File: config.mk
export PLATFORM = sky130hd
export DESIGN_NAME = decoder_2to4
export DESIGN_NICKNAME = d
export VERILOG_FILES = /design/src/rtl/decoder_2to4_pkg.sv /design/src/rtl/sat_counter.sv /design/src/rtl/decoder_2to4.sv
export SDC_FILE = /design/constraint.sdc
export NUM_CORES = 1
export LEC_CHECK = 0
export BUFFER_PORTS_ARGS = -buffer_cell sky130_fd_sc_hd__buf_2
export CORE_MARGIN = 4
export CORE_UTILIZATION = 52
export CTS_CLUSTER_DIAMETER = 150
export DETAILED_ROUTE_END_ITERATION = 16
export PLACE_DENSITY = 0.81
export SLEW_MARGIN = 20
export SYNTH_ARGS = -nofsm -noshare
export SYNTH_HDL_FRONTEND = slang
export SYNTH_SLANG_ARGS = --single-unit
File: constraint.sdc
create_clock -name clk -period 1.4 [get_ports clk]
set_input_delay 0.07 -clock clk [delete_from_list [all_inputs] [get_ports clk]]
set_output_delay 0.07 -clock clk [all_outputs]
set_load 0.03 [all_outputs]
File: src/rtl/decoder_2to4_pkg.sv
// Shared constants and the one-hot decode used by decoder_2to4.
package decoder_2to4_pkg;

    localparam int DEC_W = 2;
    localparam int OUT_W = 4;

    // An X select with en low must still decode to zero, so en gates first.
    function automatic logic [OUT_W-1:0] decode_onehot(
        input logic [DEC_W-1:0] sel,
        input logic             en
    );
        logic [OUT_W-1:0] y;
        y = '0;
        if (en) begin
            case (sel)
                2'd0:    y = 4'b0001;
                2'd1:    y = 4'b0010;
                2'd2:    y = 4'b0100;
                2'd3:    y = 4'b1000;
                default: y = '0;
            endcase
        end
        return y;
    endfunction

endpackage

File: src/rtl/sat_counter.sv
// Saturating up-counter with synchronous clear.
module sat_counter #(
    parameter int CNT_W = 8
) (
    input  logic             clk,
    input  logic             rst_n,
    input  logic             inc,
    input  logic             clr,
    output logic [CNT_W-1:0] cnt
);

    always_ff @(posedge clk or negedge rst_n) begin
        if (!rst_n) begin
            cnt <= '0;
        end else if (clr) begin
            cnt <= '0;
        end else if (inc && (cnt != {CNT_W{1'b1}})) begin
            cnt <= cnt + 1'b1;
        end
    end

endmodule

File: src/rtl/decoder_2to4.sv
// 2-to-4 one-hot decoder with optional output register and
// per-output saturating activation counters.
module decoder_2to4
    import decoder_2to4_pkg::*;
#(
    parameter int OUT_REG = 1,
    parameter int CNT_W   = 8
) (
    input  logic             clk,
    input  logic             rst_n,
    input  logic [DEC_W-1:0] a,
    input  logic             en,
    input  logic             clr,
    input  logic [DEC_W-1:0] cnt_sel,
    output logic [OUT_W-1:0] y,
    output logic             y_valid,
    output logic [CNT_W-1:0] cnt
);

    logic [OUT_W-1:0] y_d;
    logic [CNT_W-1:0] cnt_q [OUT_W];

    assign y_d = decode_onehot(a, en);

    if (OUT_REG != 0) begin : g_reg
        logic [OUT_W-1:0] y_q;
        logic             v_q;

        always_ff @(posedge clk or negedge rst_n) begin
            if (!rst_n) begin
                y_q <= '0;
                v_q <= 1'b0;
            end else begin
                y_q <= y_d;
                v_q <= en;
            end
        end

        assign y       = y_q;
        assign y_valid = v_q;
    end else begin : g_comb
        // Reset still forces the outputs low in combinational mode.
        assign y       = rst_n ? y_d : '0;
        assign y_valid = rst_n & en;
    end

    for (genvar i = 0; i < OUT_W; i++) begin : g_cnt
        sat_counter #(
            .CNT_W (CNT_W)
        ) u_cnt (
            .clk   (clk),
            .rst_n (rst_n),
            .inc   (y_d[i]),
            .clr   (clr),
            .cnt   (cnt_q[i])
        );
    end

    assign cnt = cnt_q[cnt_sel];

endmodule

==> qor.csv <==
metric;value;unit
rsz0062_at_grt;yes;
num_vias;1857;
yosysWarnings;0;
synth_area;0.002038;sq mm
slew_violations;0;
p_seq_share;51.0;%
drive_gt1_share;41.09;%
grt_pass1_vias;1805;
crit_start;g_cnt[1].u_cnt.cnt[1];
p_int;1.609;mW
viasPerCell;6.069;
min_from;en;
synth_top_area_share;45.43;%
setup_viol;24;
port-buffer-count;20;
violations;setup timing;
cts_max_level;2;
numCtsBuffers;5;
p_leak;1.281;nW
synth_seq_cells;37;
irDropWorstVdd;528.4;uV
diodes;0;
path_max_fanout;3;
ys_seq_area_share;45.43;%
placed_area;0.002391;sq mm
grt_use_total;22.69;%
syn_to_final_growth;38.61;%
cts_max_path_buffers;2;
worstPathArrival;1.47;ns
synthesis.nets;202;
criticalPathCategory;reg -> out;
insertion_delay;0.29;ns
swShare;24.77;%
grt_overflow;0;
synthTopCellsByArea;dfrtp_1 (45%), mux4_2 (8.8%), nor2_1 (4.8%);
timing.rr.start;g_cnt[0].u_cnt.cnt[0];
hpwl;3.537;mm
power.switching;0.5298;mW
postLayoutCellArea;0.002825;sq mm
period_share;110.1;%
cts-root-buf;clkbuf_8;
die_h;70.61;um
antenna_found_initial;0;
drv_cap;0;
hp-class;in -> reg;
dr.pass1.iters;4;
gp_congestion;0.8313;
yosysTopAreaCell;dfrtp_1;
fp.dieW;70.61;um
grt_max_degree;38;
start_util;54.85;%
ys_types;44;
fillerInstances;234;
ant_nets;0;
cts.reportedPaths.clkPinSlew;0.07;ns
period_needed;1.541;ns
die-area;0.004985;sq mm
num_io_pins;21;
max_freq;0.6490;GHz
dr.first_iter.drc_count;112;
finalNetCount;269;
coreArea;0.003716;sq mm
worstPathRequired;1.33;ns
syn_avg_cell_area;10.73;sq um
fp-row-count;22;
clock_skew;0.002652;ns
p_per_area;757.1;mW/mm^2
final_hold_viol_count;0;
drc;0;
worst_pin_slew;0.4800;ns
grt_pass1_wl;8.804;mm
wirelength;5.621;mm
max_slew_margin;68.00;%
timing.final.ws_setup;-0.1409;ns
cp-end-kind;output port;
post_drt_wl_per_cell;18.37;um
clkPwrFrac;39.5;%
startpoint_type;flip-flop;
layout_commonest_cell;dfrtp_1;
numClockSinks;37;
cts_tree;built;
pre_cts_ws;-0.03515;ns
final_cell_mix;dfrtp_1 (35), buf_4 (29), nor2_1 (25);
status;finished with violations;
comb_power_share;9.6;%
syn_inst;190;
cell families after synthesis:
family	share of synthesized area, %
buffers and inverters	2.762
adders and majority gates	2.456
xor gates and xnor gates	6.016
AOI/OAI and AO/OA	11.66
DFF	45.43
muxes	12.28
and+or+nand+nor	19.40
sequential cells by signal, indices dropped and copies added (netlist names):
signal / flops
g_cnt.u_cnt.cnt: 32
y: 4
y_valid: 1
Yosys cell counts (all sizes together):
master   count
nor3         4
nand3        9
clkinv       1
dfrtp       37
buf          3
a31o         1
and2         3
xnor2        4
xor2        10
or3          1
o31ai        1
and3         4
o2111ai      2
ha           4
and3b        1
mux4         8
a31oi        1
inv          6
o21ai        9
clkbuf       3
o21ba        1
a2111oi      1
nand3b       1
mux2i        7
nor2b        3
and4         2
o21a         1
a311oi       2
nand4        5
nor4         3
o211ai       5
or3b         1
a211oi       4
nor2        26
nand2        8
a21oi        5
nor4b        1
or4          2
path summary, 6_finish.rpt:
kind,slack [ns],to,depth (start not counted)
max,-0.14,cnt[1],3
min in group asynchronous,0.35,g_cnt[0].u_cnt.cnt[0],3
min reg2reg,0.61,g_cnt[0].u_cnt.cnt[4],2
max reg2reg,-0.13,g_cnt[0].u_cnt.cnt[3],7
max in group asynchronous,0.69,g_cnt[3].u_cnt.cnt[7],3
min,0.02,y_valid,2
worst max-delay path, stage by stage (launching register included):
cell	delay (ns)
dfrtp_1	0.40
buf_4	0.15
mux4_2	0.47
buf_6	0.16
stage by stage:
stage | std cells | hold WS [ns] | TNS, ns | total power [mW] | util (%)
floorplan | 190 | -0.2256 | -0.01257 | 1.203 | -
global placement | 280 | 0.1337 | 0 | 1.281 | 64.34
detailed placement | 280 | 0.1398 | -0.05105 | 1.287 | 64.34
CTS | 299 | 0.01110 | -1.260 | 2.138 | 72.73
global route | 306 | 0.02890 | -3.921 | 2.218 | 76.03
finish | 306 | 0.01606 | -1.881 | 2.139 | 76.03
layer usage:
layer / share of wire [%] / track usage, % / vias to the layer above / routed length (um)
met1: 40 / 28.37 / 947 / 2274
met3: 4.5 / 3.267 / 12 / 252
met5: 0 / 0 / - / 0
li1: - / - / 837 / -
met4: 2.2 / 8.768 / 0 / 123
met2: 53 / 39.81 / 61 / 2971
power groups by stage:
stage | Sequential [mW] | Combinational (mW) | Clock [mW]
after floorplan | 1.13 | 0.0781 | 0
after global placement | 1.11 | 0.172 | 0
after detailed placement | 1.11 | 0.178 | 0
after CTS | 1.09 | 0.194 | 0.855
after global routing | 1.09 | 0.221 | 0.905
final | 1.09 | 0.205 | 0.844
timing repair:
action                                  4_1_cts  5_1_grt
endpoints found under the hold margin        37        0
gates resized for setup                      36       16
hold buffers                                  1        0
setup buffers                                10        7
endpoints found under the setup margin       10       36
pin swaps                                     5       20
cell type report:
type,instances,area [sq um],area share (%)
Clock buffer,7,96.34,3.410
Clock inverter,1,5.005,0.1771
Inverter,7,31.28,1.107
Multi-Input combinational cell,140,1146,40.57
Sequential cell,37,928.4,32.86
Tap cell,48,60.06,2.126
Timing Repair Buffer,66,558.0,19.75
(Power assumes the default switching activity.)
